===== src/rtl/id_issue_stage_pkg.sv =====
// id_stage_params: shared decode constants, filter states and bypass channel record for the ID stage.
package id_stage_params;
   typedef enum logic [1:0] {NORMAL, WAIT_SLOT, WAIT_TARGET} IssueFilterState;
   localparam logic [5:0] OP_SPECIAL = 6'h00;
   localparam logic [5:0] OP_J = 6'h02;
   localparam logic [5:0] OP_JAL = 6'h03;
   localparam logic [5:0] OP_BEQ = 6'h04;
   localparam logic [5:0] OP_BNE = 6'h05;
   localparam logic [5:0] OP_LUI = 6'h0F;
   localparam logic [5:0] OP_SW = 6'h2B;
   localparam logic [5:0] FN_SLL = 6'h00;
   localparam logic [5:0] FN_SRL = 6'h02;
   localparam logic [5:0] FN_SRA = 6'h03;
   localparam logic [5:0] FN_JR = 6'h08;
   // Fields are sized for the widest configuration; users zero-extend into them.
   localparam int BYPASS_MAX_ADDR_WIDTH = 8;
   localparam int BYPASS_MAX_DATA_WIDTH = 64;
   typedef struct packed {
      logic valid;
      logic [BYPASS_MAX_ADDR_WIDTH-1:0] addr;
      logic data_ready;
      logic [BYPASS_MAX_DATA_WIDTH-1:0] data;
   } BypassChannel;
   function automatic logic uses_rs(input logic [5:0] op, input logic [5:0] fn);
      return !(op == OP_LUI || op == OP_J || op == OP_JAL ||
               (op == OP_SPECIAL && (fn == FN_SLL || fn == FN_SRL || fn == FN_SRA)));
   endfunction
   function automatic logic uses_rt(input logic [5:0] op);
      return op == OP_SPECIAL || op == OP_BEQ || op == OP_BNE || op == OP_SW;
   endfunction
endpackage


===== src/rtl/id_issue_stage_instruction_queue.sv =====
// instruction_queue: circular FIFO with registered full/empty and a combinational head.
module instruction_queue #(
   parameter int DATA_WIDTH = 64,
   parameter int DEPTH = 4
) (
   input logic clock,
   input logic reset,
   input logic push,
   input logic [DATA_WIDTH-1:0] push_data,
   input logic pop,
   output logic full,
   output logic empty,
   output logic [DATA_WIDTH-1:0] head
);
   localparam int PW = $clog2(DEPTH);
   localparam int CW = PW + 1;
   logic [DATA_WIDTH-1:0] mem_q [DEPTH];
   logic [DATA_WIDTH-1:0] mem_d [DEPTH];
   logic [PW-1:0] rd_ptr_q, rd_ptr_d, wr_ptr_q, wr_ptr_d;
   logic [CW-1:0] count_q, count_d;
   logic do_push, do_pop;
   assign full = count_q == CW'(DEPTH);
   assign empty = count_q == '0;
   assign head = mem_q[rd_ptr_q];
   always_comb begin
      do_push = push && !full;
      do_pop = pop && !empty;
      mem_d = mem_q;
      if (do_push) mem_d[wr_ptr_q] = push_data;
      wr_ptr_d = do_push ? wr_ptr_q + PW'(1) : wr_ptr_q;
      rd_ptr_d = do_pop ? rd_ptr_q + PW'(1) : rd_ptr_q;
      count_d = count_q + CW'(do_push) - CW'(do_pop);
   end
   always_ff @(posedge clock) begin
      mem_q <= mem_d;
      if (reset) begin
         rd_ptr_q <= '0;
         wr_ptr_q <= '0;
         count_q <= '0;
      end else begin
         rd_ptr_q <= rd_ptr_d;
         wr_ptr_q <= wr_ptr_d;
         count_q <= count_d;
      end
   end
endmodule


===== src/rtl/id_issue_stage.sv =====
// id_issue_stage: queued decode/issue with bypass interlock, branch resolution and PC-based wrong-path filtering.
module id_issue_stage
   import id_stage_params::*;
#(
   parameter int DATA_WIDTH = 32,
   parameter int REG_ADDR_WIDTH = 5,
   parameter int QUEUE_DEPTH = 4,
   parameter int NUM_BYPASS = 3
) (
   input logic clock,
   input logic reset,
   input logic in_valid,
   output logic in_ready,
   input logic [DATA_WIDTH-1:0] in_pc,
   input logic [DATA_WIDTH-1:0] in_instruction,
   output logic [REG_ADDR_WIDTH-1:0] rf_raddr1,
   output logic [REG_ADDR_WIDTH-1:0] rf_raddr2,
   input logic [DATA_WIDTH-1:0] rf_rdata1,
   input logic [DATA_WIDTH-1:0] rf_rdata2,
   input logic [NUM_BYPASS-1:0] bypass_valid,
   input logic [NUM_BYPASS*REG_ADDR_WIDTH-1:0] bypass_addr,
   input logic [NUM_BYPASS-1:0] bypass_data_ready,
   input logic [NUM_BYPASS*DATA_WIDTH-1:0] bypass_data,
   output logic out_valid,
   input logic out_ready,
   output logic [DATA_WIDTH-1:0] out_pc,
   output logic [DATA_WIDTH-1:0] out_instruction,
   output logic [DATA_WIDTH-1:0] out_src1_value,
   output logic [DATA_WIDTH-1:0] out_src2_value,
   output logic [REG_ADDR_WIDTH-1:0] out_dest,
   output logic out_reg_write,
   output logic redirect_valid,
   output logic [DATA_WIDTH-1:0] redirect_target
);
   logic push, pop, full, empty, issue, discard, taken;
   logic [2*DATA_WIDTH-1:0] head;
   logic [DATA_WIDTH-1:0] head_pc, head_instr, pc_plus4, target;
   logic [5:0] opcode, funct;
   logic [REG_ADDR_WIDTH-1:0] rs, rt, rd;
   logic is_beq, is_bne, is_j, is_jal, is_jr;
   logic hit1, hit2, rdy1, rdy2, blocked1, blocked2;
   logic [DATA_WIDTH-1:0] fwd1, fwd2;
   BypassChannel chan [NUM_BYPASS];
   IssueFilterState state_q, state_d;
   logic [DATA_WIDTH-1:0] expected_pc_q, expected_pc_d, saved_target_q, saved_target_d;
   logic [DATA_WIDTH-1:0] redirect_target_q, redirect_target_d;
   logic redirect_valid_q, redirect_valid_d;

   instruction_queue #(.DATA_WIDTH(2*DATA_WIDTH), .DEPTH(QUEUE_DEPTH)) u_queue (
      .clock(clock), .reset(reset), .push(push), .push_data({in_pc, in_instruction}),
      .pop(pop), .full(full), .empty(empty), .head(head)
   );

   assign {head_pc, head_instr} = head;
   assign opcode = head_instr[31:26];
   assign funct = head_instr[5:0];
   assign rs = REG_ADDR_WIDTH'(head_instr[25:21]);
   assign rt = REG_ADDR_WIDTH'(head_instr[20:16]);
   assign rd = REG_ADDR_WIDTH'(head_instr[15:11]);
   assign is_beq = opcode == OP_BEQ;
   assign is_bne = opcode == OP_BNE;
   assign is_j = opcode == OP_J;
   assign is_jal = opcode == OP_JAL;
   assign is_jr = opcode == OP_SPECIAL && funct == FN_JR;
   assign rf_raddr1 = rs;
   assign rf_raddr2 = rt;
   assign in_ready = !full;
   assign push = in_valid && !full;
   assign out_pc = head_pc;
   assign out_instruction = head_instr;
   assign out_dest = is_jal ? REG_ADDR_WIDTH'(31) : (opcode == OP_SPECIAL || is_j) ? rd : rt;
   assign out_reg_write = !(is_beq || is_bne || is_j || is_jr || opcode == OP_SW);
   assign redirect_valid = redirect_valid_q;
   assign redirect_target = redirect_target_q;

   always_comb begin
      for (int i = 0; i < NUM_BYPASS; i++) begin
         chan[i].valid = bypass_valid[i];
         chan[i].addr = BYPASS_MAX_ADDR_WIDTH'(bypass_addr[i*REG_ADDR_WIDTH +: REG_ADDR_WIDTH]);
         chan[i].data_ready = bypass_data_ready[i];
         chan[i].data = BYPASS_MAX_DATA_WIDTH'(bypass_data[i*DATA_WIDTH +: DATA_WIDTH]);
      end
   end

   // Scan oldest to youngest so the youngest matching channel wins.
   always_comb begin
      hit1 = 1'b0;
      rdy1 = 1'b0;
      fwd1 = '0;
      hit2 = 1'b0;
      rdy2 = 1'b0;
      fwd2 = '0;
      for (int i = NUM_BYPASS - 1; i >= 0; i--) begin
         if (chan[i].valid && chan[i].addr == BYPASS_MAX_ADDR_WIDTH'(rs)) begin
            hit1 = 1'b1;
            rdy1 = chan[i].data_ready;
            fwd1 = DATA_WIDTH'(chan[i].data);
         end
         if (chan[i].valid && chan[i].addr == BYPASS_MAX_ADDR_WIDTH'(rt)) begin
            hit2 = 1'b1;
            rdy2 = chan[i].data_ready;
            fwd2 = DATA_WIDTH'(chan[i].data);
         end
      end
      out_src1_value = rs == '0 ? '0 : hit1 ? fwd1 : rf_rdata1;
      out_src2_value = rt == '0 ? '0 : hit2 ? fwd2 : rf_rdata2;
      blocked1 = uses_rs(opcode, funct) && rs != '0 && hit1 && !rdy1;
      blocked2 = uses_rt(opcode) && rt != '0 && hit2 && !rdy2;
      discard = !empty && state_q != NORMAL && head_pc != expected_pc_q;
      out_valid = !empty && !discard && !blocked1 && !blocked2;
      issue = out_valid && out_ready;
      pop = issue || discard;
   end

   always_comb begin
      pc_plus4 = head_pc + DATA_WIDTH'(4);
      taken = (is_beq && out_src1_value == out_src2_value) ||
              (is_bne && out_src1_value != out_src2_value) || is_j || is_jal || is_jr;
      target = (is_beq || is_bne) ? pc_plus4 + {{(DATA_WIDTH-18){head_instr[15]}}, head_instr[15:0], 2'b00} :
               is_jr ? out_src1_value : {pc_plus4[DATA_WIDTH-1:28], head_instr[25:0], 2'b00};
      state_d = state_q;
      expected_pc_d = expected_pc_q;
      saved_target_d = saved_target_q;
      // A branch sitting in a delay slot is treated as a plain instruction.
      redirect_valid_d = issue && taken && state_q != WAIT_SLOT;
      redirect_target_d = redirect_valid_d ? target : redirect_target_q;
      if (issue) begin
         if (state_q == WAIT_SLOT) begin
            state_d = WAIT_TARGET;
            expected_pc_d = saved_target_q;
         end else if (taken) begin
            state_d = WAIT_SLOT;
            expected_pc_d = pc_plus4;
            saved_target_d = target;
         end else begin
            state_d = NORMAL;
         end
      end
   end

   always_ff @(posedge clock) begin
      if (reset) begin
         state_q <= NORMAL;
         expected_pc_q <= '0;
         saved_target_q <= '0;
         redirect_valid_q <= 1'b0;
         redirect_target_q <= '0;
      end else begin
         state_q <= state_d;
         expected_pc_q <= expected_pc_d;
         saved_target_q <= saved_target_d;
         redirect_valid_q <= redirect_valid_d;
         redirect_target_q <= redirect_target_d;
      end
   end
endmodule


===== config.mk =====
export PLATFORM = sky130hd
export DESIGN_NAME = id_issue_stage
export DESIGN_NICKNAME = d
export VERILOG_FILES = /design/src/rtl/id_issue_stage_pkg.sv /design/src/rtl/id_issue_stage_instruction_queue.sv /design/src/rtl/id_issue_stage.sv
export SDC_FILE = /design/constraint.sdc
export NUM_CORES = 1
export LEC_CHECK = 0
export CAP_MARGIN = 20
export CORE_MARGIN = 3
export CORE_UTILIZATION = 55
export CTS_CLUSTER_DIAMETER = 120
export CTS_CLUSTER_SIZE = 20
export DETAILED_ROUTE_END_ITERATION = 8
export DONT_BUFFER_PORTS = 1
export PLACE_DENSITY = 0.81
export SETUP_SLACK_MARGIN = 0.4
export SLEW_MARGIN = 30
export SYNTH_ARGS = -nofsm -noshare
export SYNTH_HDL_FRONTEND = slang
export SYNTH_SLANG_ARGS = --single-unit

===== constraint.sdc =====
create_clock -name clock -period 6.3 [get_ports clock]
set_clock_uncertainty 0.2 [all_clocks]
set_input_delay 1.575 -clock clock [delete_from_list [all_inputs] [get_ports clock]]
set_output_delay 1.575 -clock clock [all_outputs]
set_load 0.01 [all_outputs]

Word-level counts from Yosys, hierarchy flattened:

Cells that the tools add are included.

* bits in registers: 362
* bits in latches: 0
* RAM bits: 0
* bits in read-only memories: 0
* output and inout bits: 179
* logic and storage cells: 147
* memories: 0

* add/subtract/negate cells: 6
* $mul: 0
* divide/modulo/power cells: 0
* order comparisons: 3
* equality and inequality tests: 21
* shift-type cells: 0
* mux-type cells: 36
* bitwise logic cells: 3
* reduce and logical (&&, ||, !) cells: 66

Operator list (count)
* 32-bit two-way mux: 14
* 256-bit bitwise mux: 1
* 64-bit two-way mux: 3
* 64-bit binary-select mux with 2-bit select: 1
* 64-bit demux with 2-bit select: 1
* 32-bit inequality test: 2
* 32-bit by 3-bit adder with 32-bit output, second input constant: 1
* 32-bit adder: 1
* 32-bit == test: 1
* 5-bit == test: 6
* 1-bit logical AND: 28
* 6-bit by 2-bit == test with 1-bit output, second input constant: 4
* 1-bit logical OR: 18
* 1-bit two-way mux: 13
* 6-bit by 3-bit == test with 1-bit output, second input constant: 2
* 6-bit by 4-bit == test with 1-bit output, second input constant: 2
* 6-bit zero test: 2
* 5-bit zero test: 2
* 5-bit two-way mux: 2
* 5-bit nonzero test: 2
* 1-bit zero test: 9
* 6-bit == test, second input constant: 1
* 3-bit >= comparator, second input constant: 2
* 2-bit NOT with 3-bit output: 2
* 13 further kinds: 15

Logic depth before layout (Yosys ltp):

Gate-level depths: netlist of run 1.

* depth after elaboration: 20
* depth in mapped cells: 24
* gate-level depth less buffers: 20

Hierarchy:

From an unflattened synthesis of run 1, not the netlist that was laid out.

* cell total of the unflattened synthesis: 1816
* area, all modules: 20415.8 um^2

Modules (own cells, without submodules)
* id_issue_stage: times used 1, cells an instance 1435, area an instance 10779.1 um^2
* instruction_queue: times used 1, cells an instance 381, area an instance 9636.7 um^2

Worst setup path after synthesis of run 1:

No wires, ideal clock.

* path kind: flip-flop to flip-flop
* start point: register u_queue.rd_ptr_q[0]
* end point: register redirect_target_q[23] (netlist: redirect_target[23])
* setup time: 0.061 ns
* data arrival time: 5.090 ns
* data required time: 6.039 ns
* setup slack: 0.950 ns
* cell stages (with the launch flop): 18
* buffers on the path: 5
* period minus slack after synthesis: 5.350 ns
* cells stage by stage: dfxtp_1 > buf_6 > buf_6 > buf_4 > buf_4 > buf_1 > mux4_2 > ha_1 > nor4_1 > a211oi_1 > a2111oi_0 > o31ai_1 > a2111o_1 > and4_1 > o31a_1 > o21ai_0 > nor3b_1 > o221a_1

RTL lines
* from (decl): line id_issue_stage_instruction_queue.sv:19 `logic [PW-1:0] rd_ptr_q, rd_ptr_d, wr_ptr_q, wr_ptr_d;`
* from (signal assigned): line id_issue_stage_instruction_queue.sv:41 `rd_ptr_q <= rd_ptr_d;`
* 2-bit NOT with 3-bit output (not written as such): line id_issue_stage_instruction_queue.sv:24 `assign head = mem_q[rd_ptr_q];`
* 64-bit binary-select mux with 2-bit select: line id_issue_stage_instruction_queue.sv:24
* 64-bit two-way mux (not written as such) (2 in series): line id_issue_stage_instruction_queue.sv:24
* via out_instruction[6]: line id_issue_stage.sv:27 `output logic [DATA_WIDTH-1:0] out_instruction,`
* 32-bit adder: line id_issue_stage.sv:119 `target = (is_beq || is_bne) ? pc_plus4 + {{(DATA_WIDTH-18){head_instr[15]}}, head_instr[15:0], 2'b00} :`
* 32-bit two-way mux: line id_issue_stage.sv:119
* to (signal assigned): line id_issue_stage.sv:153 `redirect_target_q <= redirect_target_d;`
* to (decl): line id_issue_stage.sv:46 `logic [DATA_WIDTH-1:0] redirect_target_q, redirect_target_d;`

The timed path passes the listed nets, and every way through them passes these cells. The select of a mux whose other input is x is not followed.
A chain may end at the register's enable or synchronous reset.

Worst setup path in the final report of run 1:

* start point: register u_queue.rd_ptr_q[0]
* end point: register saved_target_q[13]

* word-level cells in the longest chain between the ends: 18

RTL lines
* 2-bit NOT with 3-bit output (not written as such) (*): line id_issue_stage_instruction_queue.sv:24
* 64-bit binary-select mux with 2-bit select (*): line id_issue_stage_instruction_queue.sv:24
* 64-bit two-way mux (not written as such) (*) (2 in series): line id_issue_stage_instruction_queue.sv:24
* via out_instruction[24]: line id_issue_stage.sv:27
* 5-bit == test: line id_issue_stage.sv:94 `if (chan[i].valid && chan[i].addr == BYPASS_MAX_ADDR_WIDTH'(rs)) begin`
* 1-bit logical AND: line id_issue_stage.sv:94
* 32-bit two-way mux or 1-bit two-way mux (tied branches) (3 in series): line id_issue_stage.sv:94
* 32-bit two-way mux: line id_issue_stage.sv:105 `out_src1_value = rs == '0 ? '0 : hit1 ? fwd1 : rf_rdata1;`
* 32-bit two-way mux (*): line id_issue_stage.sv:105
* via out_src1_value[4]: line id_issue_stage.sv:28 `output logic [DATA_WIDTH-1:0] out_src1_value,`
* 32-bit == test or 32-bit inequality test (tied branches): line id_issue_stage.sv:117, id_issue_stage.sv:118
* 1-bit logical AND (on tied branches): line id_issue_stage.sv:117, id_issue_stage.sv:118
* 1-bit logical OR (*): line id_issue_stage.sv:117 `taken = (is_beq && out_src1_value == out_src2_value) ||`
* 1-bit logical OR (*) (3 in series): line id_issue_stage.sv:118 `(is_bne && out_src1_value != out_src2_value) || is_j || is_jal || is_jr;`
* 3-bit AND reduction (no source line) (*)
* to (signal assigned): line id_issue_stage.sv:151 `saved_target_q <= saved_target_d;`
* to (decl): line id_issue_stage.sv:45 `logic [DATA_WIDTH-1:0] expected_pc_q, expected_pc_d, saved_target_q, saved_target_d;`

The timed path passes the listed nets; every way through them passes the cells marked *. The select of a mux whose other input is x is not followed.

==> flow_results.xml, run 1 <==
<?xml version="1.0" encoding="UTF-8"?>
<metrics>
  <group name="detailed_routing">
    <metric name="drt-pass1-iter-count" unit="">6</metric>
    <metric name="postRouteWirelength" unit="mm">65.5</metric>
    <metric name="route.antenna.remaining_nets" unit="">0</metric>
    <metric name="via_count" unit="">14500</metric>
    <metric name="remaining_drc_errors" unit="">0</metric>
    <metric name="detail_route.iter0.violations" unit="">1609</metric>
    <metric name="avgRoutedWirePerCell" unit="um">31.6</metric>
    <metric name="detail_route.vias_per_cell" unit="">6.98</metric>
  </group>
  <group name="cts">
    <metric name="cts_hold_buffers" unit="">0</metric>
    <metric name="clk_latency" unit="ns">0.57</metric>
    <metric name="clock-root-buffer" unit="">sky130_fd_sc_hd__clkbuf_16</metric>
    <metric name="ctsHtreeMaxLevel" unit="">1</metric>
    <metric name="clock_tree_from_tritoncts" unit="">done</metric>
    <metric name="cts.sink_count" unit="">362</metric>
    <metric name="numCtsBuffers" unit="">22</metric>
    <metric name="clk_transition_reported_paths" unit="ns">0.10</metric>
    <metric name="ctsLongestPathBuffers" unit="">3</metric>
  </group>
  <group name="layout">
    <metric name="final-instance-count-excl-fill" unit="">2071</metric>
    <metric name="ff_latch_area" unit="um2">9820</metric>
    <metric name="num-fill-cells" unit="">2715</metric>
    <metric name="final_stage_net_count" unit="">1889</metric>
    <metric name="syn_to_final_growth" unit="%">7.32</metric>
    <metric name="antenna_cells_inserted" unit="">0</metric>
    <metric name="utilization" unit="">0.606</metric>
    <metric name="layout-drive-gt1-share" unit="">0.183</metric>
    <metric name="multi_input_area" unit="um2">9260</metric>
  </group>
  <group name="yosys">
    <metric name="yosysSeqAreaShare" unit="">0.496</metric>
    <metric name="postSynth.asyncResetShare" unit="">0</metric>
    <metric name="synth_enable_flop_cells" unit="">256</metric>
    <metric name="netlist_instances" unit="">1623</metric>
    <metric name="netlist_area" unit="um2">19800</metric>
    <metric name="yosysWarningCount" unit="">0</metric>
    <metric name="post_synth_num_cell_types" unit="">82</metric>
    <metric name="synth.avg_cell_area" unit="um2">12.2</metric>
    <metric name="synth.ff_latch_count" unit="">362</metric>
    <metric name="synthFlopType" unit="">sky130_fd_sc_hd__edfxtp_1</metric>
    <metric name="synth_fp_nets" unit="">1910</metric>
  </group>
  <group name="grt">
    <metric name="grt_antenna_before_repair" unit="">2</metric>
    <metric name="grt_remaining_overflow" unit="">0</metric>
    <metric name="grt_first_pass_wirelength" unit="mm">94.3</metric>
    <metric name="first_global_vias" unit="">14000</metric>
    <metric name="grt_max_degree" unit="">94</metric>
    <metric name="global_route.usage.total" unit="">0.329</metric>
  </group>
  <group name="setup_path">
    <metric name="startpoint_class" unit="">flip-flop</metric>
    <metric name="worstPathBufferInverterCount" unit="">2</metric>
    <metric name="cp_slowest_cell" unit="">sky130_fd_sc_hd__a21oi_1</metric>
    <metric name="worst_ep_arrival_time" unit="ns">5.92</metric>
    <metric name="timing_worst_setup_path_type" unit="">reg2reg</metric>
    <metric name="worst_path_dominant_cell_family" unit="">simple AND/OR/NAND/NOR gates</metric>
    <metric name="cp_data_required_time" unit="ns">6.55</metric>
    <metric name="worst-r2r-cell-count" unit="">14</metric>
    <metric name="cp_max_fo" unit="">39</metric>
    <metric name="slowest_delay" unit="ns">0.82</metric>
    <metric name="path_cells" unit="">mux4_2 -&gt; buf_4 -&gt; xnor2_1 -&gt; nand4_1 -&gt; nor2_4 -&gt; buf_4 -&gt; o31ai_1 -&gt; a21oi_1 -&gt; xnor2_1 -&gt; nand4_1 -&gt; nor4_4 -&gt; a211oi_2 -&gt; or3_2 -&gt; mux2_4</metric>
    <metric name="worst_setup_path_end_kind" unit="">flip-flop</metric>
    <metric name="critical_path_depth" unit="">14</metric>
  </group>
  <group name="pwr">
    <metric name="power_frac_comb" unit="">0.531</metric>
    <metric name="vdd.ir_drop.worst" unit="V">0.000336</metric>
    <metric name="powerDensity" unit="nW/um2">439</metric>
    <metric name="net-switching-power" unit="mW">3.91</metric>
    <metric name="cellInternalPower" unit="mW">5.40</metric>
    <metric name="cellLeakagePower" unit="nW">7.66</metric>
    <metric name="power.share.clock" unit="">0.159</metric>
    <metric name="share_seq_of_total_power" unit="">0.311</metric>
    <metric name="p_sw_frac" unit="">0.420</metric>
  </group>
  <group name="placed_design">
    <metric name="number_of_port_buffers" unit="">0</metric>
    <metric name="preCtsSetupSlack" unit="ns">0.0276</metric>
    <metric name="dp_cells" unit="">2021</metric>
    <metric name="dpl.hpwl" unit="mm">49.1</metric>
    <metric name="gpl.final_weighted_congestion" unit="">1.08</metric>
  </group>
  <group name="die">
    <metric name="core.rowCount" unit="">68</metric>
    <metric name="core_area" unit="um2">35000</metric>
    <metric name="initial_core_util" unit="">0.565</metric>
    <metric name="horizontal_die_dimension" unit="um">196</metric>
    <metric name="io-pin-count" unit="">428</metric>
    <metric name="die_area" unit="um2">38200</metric>
    <metric name="floorplan.die.height" unit="um">196</metric>
  </group>
  <group name="sta">
    <metric name="setup-tns-final" unit="ns">0</metric>
    <metric name="hold_viol_final" unit="">0</metric>
    <metric name="finalCritPeriodShare" unit="">0.900</metric>
    <metric name="unrepaired_setup_endpoints_after_global_routing" unit="">yes</metric>
    <metric name="highest_achievable_clock_rate" unit="MHz">176</metric>
    <metric name="final.min_clock_period" unit="ns">5.67</metric>
    <metric name="finalSetupViolations" unit="">0</metric>
    <metric name="timing.final.max_slew_violations" unit="">0</metric>
    <metric name="slew-limit-headroom" unit="">0.306</metric>
    <metric name="worstMarginPinSlew" unit="ns">1.04</metric>
    <metric name="timing.final.ws_setup" unit="ns">0.631</metric>
  </group>
  <group name="min_path">
    <metric name="worst_hold_path_type" unit="">reg2reg</metric>
    <metric name="hold_depth" unit="">2</metric>
  </group>
  <group name="run">
    <metric name="cap_viol_max_count" unit="">0</metric>
  </group>
  <group name="run_status">
    <metric name="status" unit="">completed</metric>
  </group>
</metrics>
-- kinds of logic (layout without fill, tap and decap cells) --
kind of cell	after synthesis	in the layout	synth area share
AND/OR/NAND/NOR	416	416	0.107
flip-flops	362	362	0.496
AO/OA/AOI/OAI	329	329	0.139
multiplexers	166	166	0.127
buffers and inverters	165	158	0.0401
XOR/XNOR	147	147	0.0652
adder cells (fa/ha/maj)	38	38	0.0248
-- power groups by stage --
stage	Combinational, mW	Sequential [mW]	Clock (mW)
floorplan	3.44	2.90	0
global placement	4.65	2.94	0
detailed placement	4.70	2.95	0
CTS	4.76	2.91	1.49
global route	5.24	2.91	1.59
finish	4.94	2.89	1.48
-- worst paths after layout --
path                       start                 end  slack, ns
max          u_queue.rd_ptr_q[0]  saved_target_q[13]       0.63
min            saved_target_q[7]   saved_target_q[7]       0.27
max reg2reg  u_queue.rd_ptr_q[0]  saved_target_q[13]       0.63
min reg2reg    saved_target_q[7]   saved_target_q[7]       0.27
-- flip-flops by register name (all words and copies together) (netlist names) --
register          flops
u_queue.mem_q       256
expected_pc_q        32
redirect_target      32
saved_target_q       32
u_queue.count_q       3
state_q               2
u_queue.rd_ptr_q      2
u_queue.wr_ptr_q      2
redirect_valid        1
-- placed cells by master, fill, tap and decap left out, drive strengths merged, types with 21 or more instances in the layout --
cell	Yosys	final
edfxtp	256	256
nand2	139	139
xnor2	122	122
dfxtp	106	106
nor2	78	78
buf	57	75
mux2i	69	69
a21oi	67	67
o221a	66	66
mux4	64	64
inv	44	44
nor2b	39	39
ha	36	36
clkbuf	64	35
o221ai	33	33
mux2	33	33
xor2	25	25
or2	24	24
a221oi	24	24
nand4	22	22
a21o	21	21
o31ai	21	21
-- per-layer routing --
layer	track usage	vias up	share of wire
met5	0	-	0.00070
met4	0.118	2	0.042
met3	0.115	157	0.13
met2	0.516	988	0.46
met1	0.426	7120	0.37
li1	-	6194	-
-- worst min-delay path, stage by stage (launching register included) --
cell and delay (ns):
sky130_fd_sc_hd__dfxtp_1 0.32, sky130_fd_sc_hd__nand2_1 0.05, sky130_fd_sc_hd__mux2i_1 0.06
-- what timing repair did --
| action | in CTS | in global routing |
|---|---|---|
| gates resized for setup | 4 | 13 |
| setup buffers | 0 | 7 |
| cloned | 1 | 0 |
| pin swaps | 1 | 3 |
| setup endpoints to repair | 10 | 50 |
-- layout make-up --
class                   count  area share
flip-flops and latches    362       0.463
clock buffers              35      0.0283
clock inverters             3     0.00295
repair buffers             76      0.0342
inverters                  44     0.00785
multi-input cells        1096       0.437
well taps                 455      0.0268
-- cell usage after synthesis (all sizes together), types with 22 or more instances --
master,number,area [um2]
or2,24,150
mux4,64,1440
nand2,139,522
nor2b,39,244
nand4,22,144
a221oi,24,298
mux2,33,379
dfxtp,106,2120
a21oi,67,335
buf,57,387
o221a,66,743
o221ai,33,289
nor2,78,295
clkbuf,64,241
edfxtp,256,7690
xor2,25,219
ha,36,450
xnor2,122,1070
inv,44,165
mux2i,69,691
-- stage by stage --
stage / cell area [um2] / total power [mW] / hold slack, ns
after global placement: 20300 / 7.59 / 0.245
after CTS: 21000 / 9.16 / 0.270
after floorplan: 19800 / 6.33 / 0.237
final: 21200 / 9.31 / 0.272
after detailed placement: 20300 / 7.65 / 0.255
after global routing: 21200 / 9.74 / 0.284
(Power assumes the default switching activity.)
==> run 2: changes to the inputs <==
--- a/config.mk
+++ b/config.mk
@@ -13,7 +13,7 @@
 export DETAILED_ROUTE_END_ITERATION = 8
 export DONT_BUFFER_PORTS = 1
 export PLACE_DENSITY = 0.81
-export SETUP_SLACK_MARGIN = 0.4
+export SETUP_SLACK_MARGIN = 0.02
 export SLEW_MARGIN = 30
 export SYNTH_ARGS = -nofsm -noshare
 export SYNTH_HDL_FRONTEND = slang
==> run 2 against run 1 <==
Count of clock-buffer cells in the layout stayed put. Die area stayed put. Non-clock buffer count is 7 lower. Critical path depth is 7 higher. Cell count is 0.34% lower. Sequential power hardly changed. Critical endpoint is now saved_target_q[26].
==> flow_results.xml, run 2 (synthesized netlist as in run 1, its figures left out) <==
<?xml version="1.0" encoding="UTF-8"?>
<metrics>
  <group name="detailed_routing">
    <metric name="avgRoutedWirePerCell" unit="um">31.6</metric>
    <metric name="detail_route.vias_per_cell" unit="">6.97</metric>
    <metric name="detail_route.iter0.violations" unit="">1511</metric>
    <metric name="postRouteWirelength" unit="mm">65.2</metric>
    <metric name="route.antenna.remaining_nets" unit="">0</metric>
    <metric name="drt-pass1-iter-count" unit="">9</metric>
    <metric name="remaining_drc_errors" unit="">0</metric>
    <metric name="via_count" unit="">14400</metric>
  </group>
  <group name="run_status">
    <metric name="status" unit="">completed</metric>
  </group>
  <group name="run">
    <metric name="cap_viol_max_count" unit="">0</metric>
  </group>
  <group name="sta">
    <metric name="final.min_clock_period" unit="ns">5.91</metric>
    <metric name="unrepaired_setup_endpoints_after_global_routing" unit="">no</metric>
    <metric name="finalSetupViolations" unit="">0</metric>
    <metric name="highest_achievable_clock_rate" unit="MHz">169</metric>
    <metric name="worstMarginPinSlew" unit="ns">1.06</metric>
    <metric name="finalCritPeriodShare" unit="">0.938</metric>
    <metric name="timing.final.ws_setup" unit="ns">0.392</metric>
    <metric name="setup-tns-final" unit="ns">0</metric>
    <metric name="timing.final.max_slew_violations" unit="">0</metric>
    <metric name="slew-limit-headroom" unit="">0.296</metric>
    <metric name="hold_viol_final" unit="">0</metric>
    <metric name="fin_worst_hold_slack" unit="ns">0.274</metric>
  </group>
  <group name="die">
    <metric name="floorplan.die.height" unit="um">196</metric>
    <metric name="core_area" unit="um2">35000</metric>
    <metric name="io-pin-count" unit="">428</metric>
    <metric name="core.rowCount" unit="">68</metric>
    <metric name="die_area" unit="um2">38200</metric>
    <metric name="initial_core_util" unit="">0.565</metric>
    <metric name="horizontal_die_dimension" unit="um">196</metric>
  </group>
  <group name="grt">
    <metric name="grt_first_pass_wirelength" unit="mm">93.8</metric>
    <metric name="first_global_vias" unit="">14000</metric>
    <metric name="grt_remaining_overflow" unit="">0</metric>
    <metric name="grt_antenna_before_repair" unit="">2</metric>
    <metric name="grt_max_degree" unit="">94</metric>
    <metric name="global_route.usage.total" unit="">0.327</metric>
  </group>
  <group name="pwr">
    <metric name="powerDensity" unit="nW/um2">438</metric>
    <metric name="vdd.ir_drop.worst" unit="V">0.000335</metric>
    <metric name="cellLeakagePower" unit="nW">7.60</metric>
    <metric name="design_power_total" unit="mW">9.25</metric>
  </group>
  <group name="cts">
    <metric name="post_cts_buffers" unit="">0</metric>
    <metric name="ctsLongestPathBuffers" unit="">3</metric>
    <metric name="numCtsBuffers" unit="">22</metric>
    <metric name="clock-root-buffer" unit="">sky130_fd_sc_hd__clkbuf_16</metric>
    <metric name="ctsHtreeMaxLevel" unit="">1</metric>
    <metric name="clock_tree_from_tritoncts" unit="">done</metric>
    <metric name="clk_latency" unit="ns">0.57</metric>
    <metric name="cts.sink_count" unit="">362</metric>
    <metric name="clk_transition_reported_paths" unit="ns">0.09</metric>
  </group>
  <group name="layout">
    <metric name="final_common_cell" unit="">sky130_fd_sc_hd__edfxtp_1</metric>
    <metric name="antenna_cells_inserted" unit="">0</metric>
    <metric name="utilization" unit="">0.604</metric>
    <metric name="final_stage_net_count" unit="">1882</metric>
    <metric name="mostFrequentLayoutCells" unit="">256 x sky130_fd_sc_hd__edfxtp_1, 139 x sky130_fd_sc_hd__nand2_1, 122 x sky130_fd_sc_hd__xnor2_1</metric>
    <metric name="largest_register_ff_count" unit="">256</metric>
    <metric name="syn_to_final_growth" unit="%">6.86</metric>
    <metric name="regMostFlops" unit="">u_queue.mem_q</metric>
    <metric name="layout-drive-gt1-share" unit="">0.177</metric>
  </group>
  <group name="setup_path">
    <metric name="startpoint_class" unit="">flip-flop</metric>
    <metric name="cp_max_fo" unit="">24</metric>
    <metric name="crit-reg2reg-launch" unit="">u_queue.rd_ptr_q[0]</metric>
    <metric name="timing_worst_setup_path_type" unit="">reg2reg</metric>
    <metric name="cp_data_required_time" unit="ns">6.56</metric>
    <metric name="worst-r2r-cell-count" unit="">21</metric>
    <metric name="worst_ep_arrival_time" unit="ns">6.17</metric>
    <metric name="worst_setup_path_end_kind" unit="">flip-flop</metric>
    <metric name="r2r-end" unit="">saved_target_q[26]</metric>
    <metric name="r2r_slack" unit="ns">0.39</metric>
  </group>
  <group name="min_path">
    <metric name="hold_path.startpoint" unit="">saved_target_q[31]</metric>
    <metric name="worst_hold_path_type" unit="">reg2reg</metric>
    <metric name="hold_depth" unit="">2</metric>
    <metric name="worst_hold_path.endpoint" unit="">saved_target_q[31]</metric>
  </group>
  <group name="placed_design">
    <metric name="dpl.hpwl" unit="mm">49.1</metric>
    <metric name="gpl.final_weighted_congestion" unit="">1.08</metric>
    <metric name="preCtsSetupSlack" unit="ns">0.0276</metric>
    <metric name="number_of_port_buffers" unit="">0</metric>
  </group>
</metrics>
run 2: power by group:
| part | internal, mW | total [mW] | switching [mW] | leakage [nW] |
|---|---|---|---|---|
| registers | 2.78 | 2.90 | 0.120 | 3.20 |
| logic | 1.87 | 4.88 | 3.01 | 4.09 |
| clock network | 0.706 | 1.47 | 0.763 | 0.315 |
| total | 5.36 | 9.25 | 3.89 | 7.60 |
run 2: worst max-delay path by stage:
stage	startpoint	end	cells after the start
2_1_floorplan	u_queue.rd_ptr_q[0]	redirect_target[23]	17
3_3_place_gp	bypass_addr[14]	saved_target_q[13]	13
5_1_grt	u_queue.rd_ptr_q[0]	saved_target_q[20]	15
6_report	u_queue.rd_ptr_q[0]	saved_target_q[26]	21
4_1_cts	u_queue.rd_ptr_q[0]	saved_target_q[26]	21
3_5_place_dp	bypass_addr[14]	saved_target_q[20]	13
run 2: stage by stage:
stage                     instance area (um2)  cells
after floorplan                         19800   1623
final                                   21100   2064
after detailed placement                20300   2021
after CTS                               20900   2059
after global routing                    21100   2064
after global placement                  20300   2021
run 2: area by class of cell:
class                      count  area (um2)
timing repair buffer          69         664
fill                        2722       13900
tap                          455         569
clock buffer                  35         599
multi-input combinational   1096        9230
sequential                   362        9820
inverter                      44         166
clock inverter                 3        62.6
run 2: what timing repair did:
item / 4_1_cts / 5_1_grt
endpoints found under the setup margin: 0 / 13
gates resized for setup: 0 / 7
endpoints found under the hold margin: 0 / 0
hold buffers: 0 / 0
run 2: critical path: stages (launching register included):
cell	delay, ns
sky130_fd_sc_hd__dfxtp_4	0.56
sky130_fd_sc_hd__buf_16	0.26
sky130_fd_sc_hd__mux4_2	0.68
sky130_fd_sc_hd__and3_1	0.27
sky130_fd_sc_hd__and3_1	0.25
sky130_fd_sc_hd__nand2_1	0.12
sky130_fd_sc_hd__inv_1	0.06
sky130_fd_sc_hd__and3_1	0.19
sky130_fd_sc_hd__xor2_1	0.21
sky130_fd_sc_hd__ha_1	0.35
sky130_fd_sc_hd__a21o_1	0.19
sky130_fd_sc_hd__a21o_1	0.17
sky130_fd_sc_hd__a21o_1	0.17
sky130_fd_sc_hd__a21o_1	0.17
sky130_fd_sc_hd__a21o_1	0.18
sky130_fd_sc_hd__o21ai_1	0.29
sky130_fd_sc_hd__a21oi_1	0.12
sky130_fd_sc_hd__a21oi_1	0.20
sky130_fd_sc_hd__xnor2_1	0.14
sky130_fd_sc_hd__a222oi_1	0.60
sky130_fd_sc_hd__nor2_1	0.11
sky130_fd_sc_hd__mux2_1	0.30
run 2: per-layer routing:
layer  routed length, um  global-route usage  vias to the layer above
met4                2960               0.118                        4
met3                8130               0.118                      187
met5                  60                   0                        -
met2               29700               0.513                      930
li1                    -                   -                     6182
met1               24400               0.421                     7088
